File: src/rtl/unary_add_pkg.sv
// Shared types and defaults for the unary-add sequencer family.
// Holds the controller state encoding and the operand clamp used at acceptance.
package unary_add_pkg;

   localparam int N_DEF       = 16;
   localparam int OUT_LEN_DEF = 2 * N_DEF;
   localparam int DP_LAT_DEF  = 1;

   typedef enum logic [2:0] {
      IDLE  = 3'd0,
      CLEAR = 3'd1,
      LOAD  = 3'd2,
      WRITE = 3'd3,
      DONE  = 3'd4
   } state_e;

   // Operands above the stream length would need more ones than the stream has.
   function automatic int unsigned sat_operand(input int unsigned v, input int unsigned lim);
      if (v > lim) begin
         return lim;
      end else begin
         return v;
      end
   endfunction

endpackage

File: src/rtl/unary_stream_gen.sv
// Ones-first bitstream generator: an index counter and two comparators.
// Bits are registered so they line up with the cycle the controller sits in LOAD.
module unary_stream_gen #(
   parameter int N  = 16,
   parameter int IW = $clog2(N + 1)
) (
   input  logic          clk_i,
   input  logic          rst_i,
   input  logic          clr_i,
   input  logic          step_i,
   input  logic [IW-1:0] a_lat_i,
   input  logic [IW-1:0] b_lat_i,
   output logic          a_bit_o,
   output logic          b_bit_o,
   output logic          last_o
);

   logic [IW-1:0] idx_q, idx_d;
   logic          a_bit_q, a_bit_d;
   logic          b_bit_q, b_bit_d;

   // Next index and the bits it selects; bits fall to zero once the stream ends.
   always_comb begin
      idx_d   = idx_q;
      a_bit_d = 1'b0;
      b_bit_d = 1'b0;
      if (clr_i) begin
         idx_d = {IW{1'b0}};
      end else if (step_i) begin
         idx_d = idx_q + IW'(1);
      end else begin
         idx_d = idx_q;
      end
      if (clr_i || step_i) begin
         a_bit_d = (idx_d < a_lat_i);
         b_bit_d = (idx_d < b_lat_i);
      end else begin
         a_bit_d = 1'b0;
         b_bit_d = 1'b0;
      end
   end

   // Index and stream bit registers.
   always_ff @(posedge clk_i or posedge rst_i) begin
      if (rst_i) begin
         idx_q   <= {IW{1'b0}};
         a_bit_q <= 1'b0;
         b_bit_q <= 1'b0;
      end else begin
         idx_q   <= idx_d;
         a_bit_q <= a_bit_d;
         b_bit_q <= b_bit_d;
      end
   end

   assign a_bit_o = a_bit_q;
   assign b_bit_o = b_bit_q;
   assign last_o  = (idx_q == IW'(N - 1));

endmodule

File: src/rtl/unary_add_seq_ctrl.sv
// Sequencer for one unary-add datapath: clear, ones-first load, serial write-out,
// then returns the popcount of dp_dout and a sticky carry over a valid/ack handshake.
module unary_add_seq_ctrl
   import unary_add_pkg::*;
#(
   parameter int N       = N_DEF,
   parameter int OUT_LEN = 2 * N,
   parameter int DP_LAT  = DP_LAT_DEF,
   parameter int IW      = $clog2(N + 1),
   parameter int RW      = $clog2(OUT_LEN + 1)
) (
   input  logic          clk,
   input  logic          rst,
   input  logic          start,
   input  logic [IW-1:0] a_val,
   input  logic [IW-1:0] b_val,
   output logic          ready,
   output logic          res_valid,
   input  logic          res_ack,
   output logic [RW-1:0] result,
   output logic          carry,
   output logic          dp_rst_n,
   output logic          dp_en,
   output logic          dp_rw,
   output logic          dp_A,
   output logic          dp_B,
   input  logic          dp_dout,
   input  logic          dp_C
);

   localparam int WLEN = DP_LAT + OUT_LEN;
   localparam int WW   = $clog2(WLEN);

   state_e        state_q, state_d;
   logic [IW-1:0] a_lat_q, b_lat_q;
   logic [RW-1:0] cnt_q;
   logic [RW-1:0] result_q;
   logic [WW-1:0] wcnt_q;
   logic          carry_q;
   logic          res_valid_q;
   logic          dp_rst_n_q, dp_en_q, dp_rw_q;
   logic          gen_clr_s, gen_step_s, gen_last_s;

   unary_stream_gen #(
      .N  (N),
      .IW (IW)
   ) u_stream_gen (
      .clk_i   (clk),
      .rst_i   (rst),
      .clr_i   (gen_clr_s),
      .step_i  (gen_step_s),
      .a_lat_i (a_lat_q),
      .b_lat_i (b_lat_q),
      .a_bit_o (dp_A),
      .b_bit_o (dp_B),
      .last_o  (gen_last_s)
   );

   // Phase sequencing; the stream generator is primed in CLEAR and stepped through LOAD.
   always_comb begin
      state_d    = state_q;
      gen_clr_s  = 1'b0;
      gen_step_s = 1'b0;
      case (state_q)
         IDLE: begin
            if (start) begin
               state_d = CLEAR;
            end else begin
               state_d = IDLE;
            end
         end
         CLEAR: begin
            state_d   = LOAD;
            gen_clr_s = 1'b1;
         end
         LOAD: begin
            if (gen_last_s) begin
               state_d = WRITE;
            end else begin
               state_d    = LOAD;
               gen_step_s = 1'b1;
            end
         end
         WRITE: begin
            if (wcnt_q == WW'(WLEN - 1)) begin
               state_d = DONE;
            end else begin
               state_d = WRITE;
            end
         end
         DONE: begin
            if (res_valid_q && res_ack) begin
               state_d = IDLE;
            end else begin
               state_d = DONE;
            end
         end
         default: begin
            state_d = IDLE;
         end
      endcase
   end

   // State and datapath control registers, decoded from the upcoming state.
   always_ff @(posedge clk or posedge rst) begin
      if (rst) begin
         state_q    <= IDLE;
         dp_rst_n_q <= 1'b0;
         dp_en_q    <= 1'b0;
         dp_rw_q    <= 1'b0;
      end else begin
         state_q    <= state_d;
         dp_rst_n_q <= (state_d != CLEAR);
         dp_en_q    <= (state_d == LOAD) || (state_d == WRITE);
         dp_rw_q    <= (state_d == WRITE);
      end
   end

   // Operand latch, ones counter, sticky carry and result handshake.
   always_ff @(posedge clk or posedge rst) begin
      if (rst) begin
         a_lat_q     <= {IW{1'b0}};
         b_lat_q     <= {IW{1'b0}};
         cnt_q       <= {RW{1'b0}};
         wcnt_q      <= {WW{1'b0}};
         carry_q     <= 1'b0;
         res_valid_q <= 1'b0;
         result_q    <= {RW{1'b0}};
      end else begin
         case (state_q)
            IDLE: begin
               if (start) begin
                  a_lat_q <= IW'(sat_operand(32'(a_val), N));
                  b_lat_q <= IW'(sat_operand(32'(b_val), N));
                  cnt_q   <= {RW{1'b0}};
                  carry_q <= 1'b0;
               end
            end
            LOAD: begin
               wcnt_q  <= {WW{1'b0}};
               carry_q <= carry_q | dp_C;
            end
            WRITE: begin
               wcnt_q  <= wcnt_q + WW'(1);
               carry_q <= carry_q | dp_C;
               // Samples before DP_LAT belong to the datapath pipeline, not the sum.
               if ((wcnt_q >= WW'(DP_LAT)) && dp_dout && (cnt_q != RW'(OUT_LEN))) begin
                  cnt_q <= cnt_q + RW'(1);
               end
            end
            DONE: begin
               if (!res_valid_q) begin
                  res_valid_q <= 1'b1;
                  result_q    <= cnt_q;
               end else if (res_ack) begin
                  res_valid_q <= 1'b0;
               end
            end
            default: begin
               wcnt_q <= {WW{1'b0}};
            end
         endcase
      end
   end

   assign ready     = (state_q == IDLE);
   assign res_valid = res_valid_q;
   assign result    = result_q;
   assign carry     = carry_q;
   assign dp_rst_n  = dp_rst_n_q;
   assign dp_en     = dp_en_q;
   assign dp_rw     = dp_rw_q;

endmodule

File: config.mk
export PLATFORM = sky130hd
export DESIGN_NAME = unary_add_seq_ctrl
export DESIGN_NICKNAME = d
export VERILOG_FILES = /design/src/rtl/unary_add_pkg.sv /design/src/rtl/unary_stream_gen.sv /design/src/rtl/unary_add_seq_ctrl.sv
export SDC_FILE = /design/constraint.sdc
export NUM_CORES = 1
export LEC_CHECK = 0
export CORE_UTILIZATION = 51
export CTS_BUF_LIST = sky130_fd_sc_hd__clkbuf_2
export DETAILED_ROUTE_END_ITERATION = 8
export HOLD_SLACK_MARGIN = 0.06
export PLACE_DENSITY = 0.75
export SYNTH_ARGS = -nofsm -noshare
export SYNTH_HDL_FRONTEND = slang
export SYNTH_SLANG_ARGS = --single-unit
File: constraint.sdc
create_clock -name clk -period 4.1 [get_ports clk]
set_input_delay 1.23 -clock clk [delete_from_list [all_inputs] [get_ports clk]]
set_output_delay 1.23 -clock clk [all_outputs]
set_load 0.1 [all_outputs]
Word-level counts from Yosys, hierarchy flattened
Cells that the tools add are included.

Output and inout port bits: 14. Input bits: 16. Logic and storage cells: 72. Register bits: 43.

Multiplexer cells: 22. $lt $le $gt $ge: 5. Bitwise gates (word level): 2. Add/subtract/negate cells: 3. Equal/unequal tests: 12. Reduce and logical (&&, ||, !) cells: 14.

Operator list (count): 6-bit case mux with 2 select lines (2); 5-bit 2-to-1 mux (4); 3-bit case mux with 5 select lines (1); 6-bit by 1-bit adder with 6-bit output, second input constant (2); 3-bit by 2-bit equality test with 1-bit output, second input constant (4); 6-bit 2-to-1 mux (2); 5-bit > comparator, second input constant (2); 5-bit less-than comparator (2); 1-bit 2-to-1 mux (10); 6-bit equality test, second input constant (1); 6-bit by 1-bit >= comparator with 1-bit output, second input constant (1); 3-bit 2-to-1 mux (2); 6-bit != test, second input constant (1); 2-bit AND reduction (3); 5-bit by 1-bit adder with 5-bit output, second input constant (1); 5-bit by 4-bit equality test with 1-bit output, second input constant (1); 2-bit != test, second input constant (2); 2-bit nonzero test (2); 2-bit OR reduction (2); 3-bit by 1-bit equality test with 1-bit output, second input constant (1); 3-bit equality test, second input constant (1); 1-bit logical AND (3); 3-bit logical NOT (1); 3-bit by 1-bit != test with 1-bit output, second input constant (1); other kinds (5) (6).

Logic depth before layout (Yosys ltp)
Word-level depth: 7. Mapped depth: 12. Gate-level depth less buffers: 12.

Hierarchy
From an unflattened synthesis, not the netlist that was laid out.

Cells, all modules: 209. Area total of the unflattened synthesis: 2262.2 um^2.

Modules (own cells, without submodules): unary_add_seq_ctrl (seq. area each 900.9 um^2, instances 1, area an instance 1706.6 um^2, cells an instance 152); unary_stream_gen (seq. area each 175.2 um^2, instances 1, area an instance 555.5 um^2, cells an instance 57).

Worst setup path after synthesis
No wires, ideal clock.

Kind: register to register. Start: register state_q[1]. End: register cnt_q[5]. Buffers on the path: 1. Data required time: 4022 ps. Setup time: 78 ps. Setup slack: 1168 ps. Stages on the path, launching flop included: 8. Period minus slack after synthesis: 2932 ps. Data arrival time: 2854 ps. Cells stage by stage: dfrtp_1 nor3_2 and2_1 buf_4 inv_2 o21a_4 or4_1 a21oi_1.

Longest elaborated chain between the ends: 3. Elaborated cells on any way between the ends: 7. Classes of those cells: eq/ne (3); mux (1); reduce/logical (3).

RTL lines: start, declared (RTL line unary_add_seq_ctrl.sv:34) `state_e state_q, state_d;`; start signal, assigned (RTL line unary_add_seq_ctrl.sv:112) `state_q <= state_d;`; 3-bit logical NOT *; net ready (RTL line unary_add_seq_ctrl.sv:17) `output logic ready,`; 2-bit != test (no source line) or 2-bit nonzero test (tied branches); 3-bit AND reduction (no source line); end signal, assigned (RTL line unary_add_seq_ctrl.sv:124) `cnt_q <= {RW{1'b0}};`; end signal, assigned (RTL line unary_add_seq_ctrl.sv:135) `cnt_q <= {RW{1'b0}};`; end signal, assigned (RTL line unary_add_seq_ctrl.sv:148) `cnt_q <= cnt_q + RW'(1);`; end, declared (RTL line unary_add_seq_ctrl.sv:36) `logic [RW-1:0] cnt_q;`.

Mark *: on every way through the listed nets, which the timed path passes. The rest lies on a longest branch. A chain may end at the register's enable or synchronous reset.

Worst setup path in the final report
Start: register res_valid_q, in the netlist res_valid. End: output port res_valid.

RTL lines: start, declared (RTL line unary_add_seq_ctrl.sv:40) `logic res_valid_q;`; start signal, assigned (RTL line unary_add_seq_ctrl.sv:127) `res_valid_q <= 1'b0;`; start signal, assigned (RTL line unary_add_seq_ctrl.sv:153) `res_valid_q <= 1'b1;`; start signal, assigned (RTL line unary_add_seq_ctrl.sv:156) `res_valid_q <= 1'b0;`; end, declared (RTL line unary_add_seq_ctrl.sv:18) `output logic res_valid,`.

No word-level cell between the ends.

==> flow_summary_export.csv <==
group,metric,value,unit
place,place.gp.congestion,0.809,
floorplan,die_y,67.7,µm
finish,fin_util,0.629,
clock_tree,postCtsSetupBuffers,0,
drt,drc,0,
clock_tree,cts.sinks,43,
drt,antenna_left,0,
floorplan,ios,30,
floorplan,dieArea,0.00459,mm²
drt,drt_iter0_markers,155,
place,dp_hpwl,3040,µm
synth,async_flop_share,1.00,
clock_tree,clk_pin_slew_worst_paths,0.20,ns
power,irDropWorstVdd,303,µV
finish,drive_above_1_share,0.0906,
power,cellPowerDensity,586,mW/mm²
critical_path,crit_chain,"clkdlybuf4s50_1",
synth,synth_fp_nets,252,
clock_tree,post_cts_resized,0,
critical_path,crit_fanout,4,
floorplan,core_area,0.00409,mm²
drt,wire_per_inst,13.7,µm
finish,area_delta_synth_final,16.5,%
timing,drv_slew,0,
timing,tns,0,ns
grt,grt_pass1_wl,6870,µm
critical_path,rr_endpoint,"u_stream_gen.a_bit_o$_DFF_PP0_",
drt,vias_per_cell,5.39,
synth,avgSynthCellArea,9.89,µm²
synth,ys_ff_latch,43,
critical_path,worst_r2r_path_depth,12,
clock_tree,clockBufferDepth,2,
synth,ys_warn_count,0,
clock_tree,clock_latency,0.39,ns
place,io_buffers,29,
drt,wl,4180,µm
timing,hold_viol,0,
clock_tree,root_buffer,"clkbuf_2",
min_path,hp-start,"b_lat_q[0]$_DFFE_PP0P_",
critical_path,cp.required,2.87,ns
critical_path,crit_path_top_delay_cell,"clkdlybuf4s50_1",
clock_tree,htreeDepth,2,
grt,grt_pass1_vias,1473,
finish,stdcell_area,0.00257,mm²
grt,overflow,0,
synth,synthCells,223,
floorplan,rows,23,
finish,num-fill-cells,342,
clock_tree,cts_hold_buf,0,
finish,final_cell_mix,"dfrtp_1 (43), o21ai_0 (30), clkdlybuf4s50_1 (28)",
floorplan,die_w,67.7,µm
synth,yosysUniqueCellTypes,49,
timing,rsz0062_at_grt,"no",
critical_path,critical_path_class,"flip-flop to output pin",
grt,top_usage_layer,"met2",
critical_path,critPathLaunchType,"flip-flop",
grt,grt_usage,0.205,
critical_path,crit_family,"buffers and inverters",
grt,antenna_found_initial,0,
timing,fmax,0.311,GHz
grt,met2_usage,0.301,
clock_tree,cts_tree,"built",
finish,nets,283,
critical_path,path_buf_inv,1,
clock_tree,cts_buffers,5,
critical_path,reg2reg_from,"u_stream_gen.idx_q[0]$_DFF_PP0_",
drt,drt_pass1_iterations,4,
timing,relSlewSlack,0.350,
timing,finalSetupViolCount,0,
grt,met1_usage,0.298,
place,placed_area,0.00253,mm²
grt,met3_usage,0.0355,
drt,vias,1640,
synth,synth_seq_area_share,0.488,
synth,synth_ff_type,"dfrtp_1",
synth,synth-edff-count,0,
critical_path,cp.arrival,1.98,ns
min_path,worstHoldPathType,"flip-flop to flip-flop",
timing,period_minus_slack,3.21,ns
synth,syn_area,0.00220,mm²
critical_path,crit_path_max_incr_delay,1.15,ns
timing,fin_skew,0.0113,ns
critical_path,cp-startpoint,"res_valid$_DFFE_PP0N_",
floorplan,start_util,0.539,
outcome,outcome,"completed",
power,leakagePower,1.14,nW
finish,final_common_cell,"dfrtp_1",
critical_path,cp.depth,1,
critical_path,cp-end-kind,"output pin",
flow_run,cap_violations,0,
critical_path,rrSetupSlack,1.31,ns
critical_path,worstSetupEndpoint,"res_valid",
timing,fin_crit_sh,0.783,
timing,tightest_slew,0.971,ns
finish,antennaDiodeCount,0,
grt,grt_max_degree,44,
-- cells in the mapped netlist, types with 2 or more instances --
master / number / area (µm²)
a211oi_1: 2 / 15.0
a21oi_1: 6 / 30.0
a22o_1: 2 / 17.5
a31oi_1: 3 / 18.8
and3_1: 3 / 18.8
buf_4: 2 / 15.0
clkbuf_1: 4 / 15.0
dfrtp_1: 43 / 1080
ha_1: 13 / 163
inv_1: 17 / 63.8
mux2_2: 7 / 78.8
nand2_1: 22 / 82.6
nand2b_1: 5 / 31.3
nand3_1: 4 / 20.0
nand3b_1: 4 / 30.0
nor2_1: 11 / 41.3
nor2b_1: 4 / 25.0
nor3_1: 5 / 25.0
nor3b_1: 2 / 15.0
nor4b_1: 2 / 17.5
o21ai_0: 30 / 150
o31ai_1: 3 / 22.5
or2_2: 2 / 12.5
or3_1: 2 / 12.5
-- registers in the layout, summed over array words and instances (netlist names), 3 cells and up --
register	count
cnt_q	6
result	6
wcnt_q	6
a_lat_q	5
b_lat_q	5
u_stream_gen.idx_q	5
state_q	3
-- through the flow --
stage               cells  total power, mW  hold slack [ns]  setup slack, ns
floorplan             223             1.18            0.442             1.17
global placement      297             1.33            0.472             1.30
detailed placement    297             1.35            0.476             1.30
CTS                   304             1.52            0.516            0.867
global route          304             1.63            0.554            0.827
finish                304             1.51            0.515            0.889
-- area by class of cell --
type,count,area (µm²),share of cell area
flip-flops and latches,43,1080,0.419
clock inverters,2,8.76,0.00341
repair buffers,31,303,0.118
well taps,50,62.6,0.0244
clock buffers,5,25.0,0.00974
inverters,18,67.6,0.0263
multi-input cells,155,1030,0.399
-- power by group --
| group | internal [mW] | total (mW) | switching [mW] |
|---|---|---|---|
| combinational | 0.270 | 0.690 | 0.420 |
| clock | 0.0361 | 0.166 | 0.129 |
| sequential | 0.545 | 0.650 | 0.105 |
-- routing by layer --
| layer | vias to the layer above | part of all wire |
|---|---|---|
| met2 | 34 | 0.46 |
| met3 | 5 | 0.032 |
| li1 | 845 | - |
| met4 | 0 | 0.012 |
| met5 | - | 0 |
| met1 | 756 | 0.50 |
-- worst min path at each step --
stage | endpoint | slack (ns) | depth (start not counted)
2_1_floorplan | a_lat_q[0]$_DFFE_PP0P_ | 0.44 | 2
3_3_place_gp | b_lat_q[0]$_DFFE_PP0P_ | 0.47 | 2
3_5_place_dp | b_lat_q[0]$_DFFE_PP0P_ | 0.48 | 2
4_1_cts | b_lat_q[0]$_DFFE_PP0P_ | 0.52 | 2
5_1_grt | result[0]$_DFFE_PP0P_ | 0.55 | 1
6_report | b_lat_q[0]$_DFFE_PP0P_ | 0.52 | 2
-- cells by family (layout without fill, tap and decap cells) --
family | count (synthesis) | count (layout) | synth area share
AND/OR/NAND/NOR | 75 | 75 | 0.183
multiplexers | 8 | 8 | 0.0403
AO/OA/AOI/OAI | 58 | 58 | 0.164
XOR/XNOR | 1 | 1 | 0.00397
adder cells (fa/ha/maj) | 13 | 13 | 0.0738
buffers and inverters | 25 | 56 | 0.0465
flip-flops | 43 | 43 | 0.488
-- tightest hold or removal path, stage by stage, from the launching register on --
cell	delay (ns)
dfrtp_1	0.39
nand2_1	0.05
o21ai_0	0.06
Power figures use the tool's default switching activity.
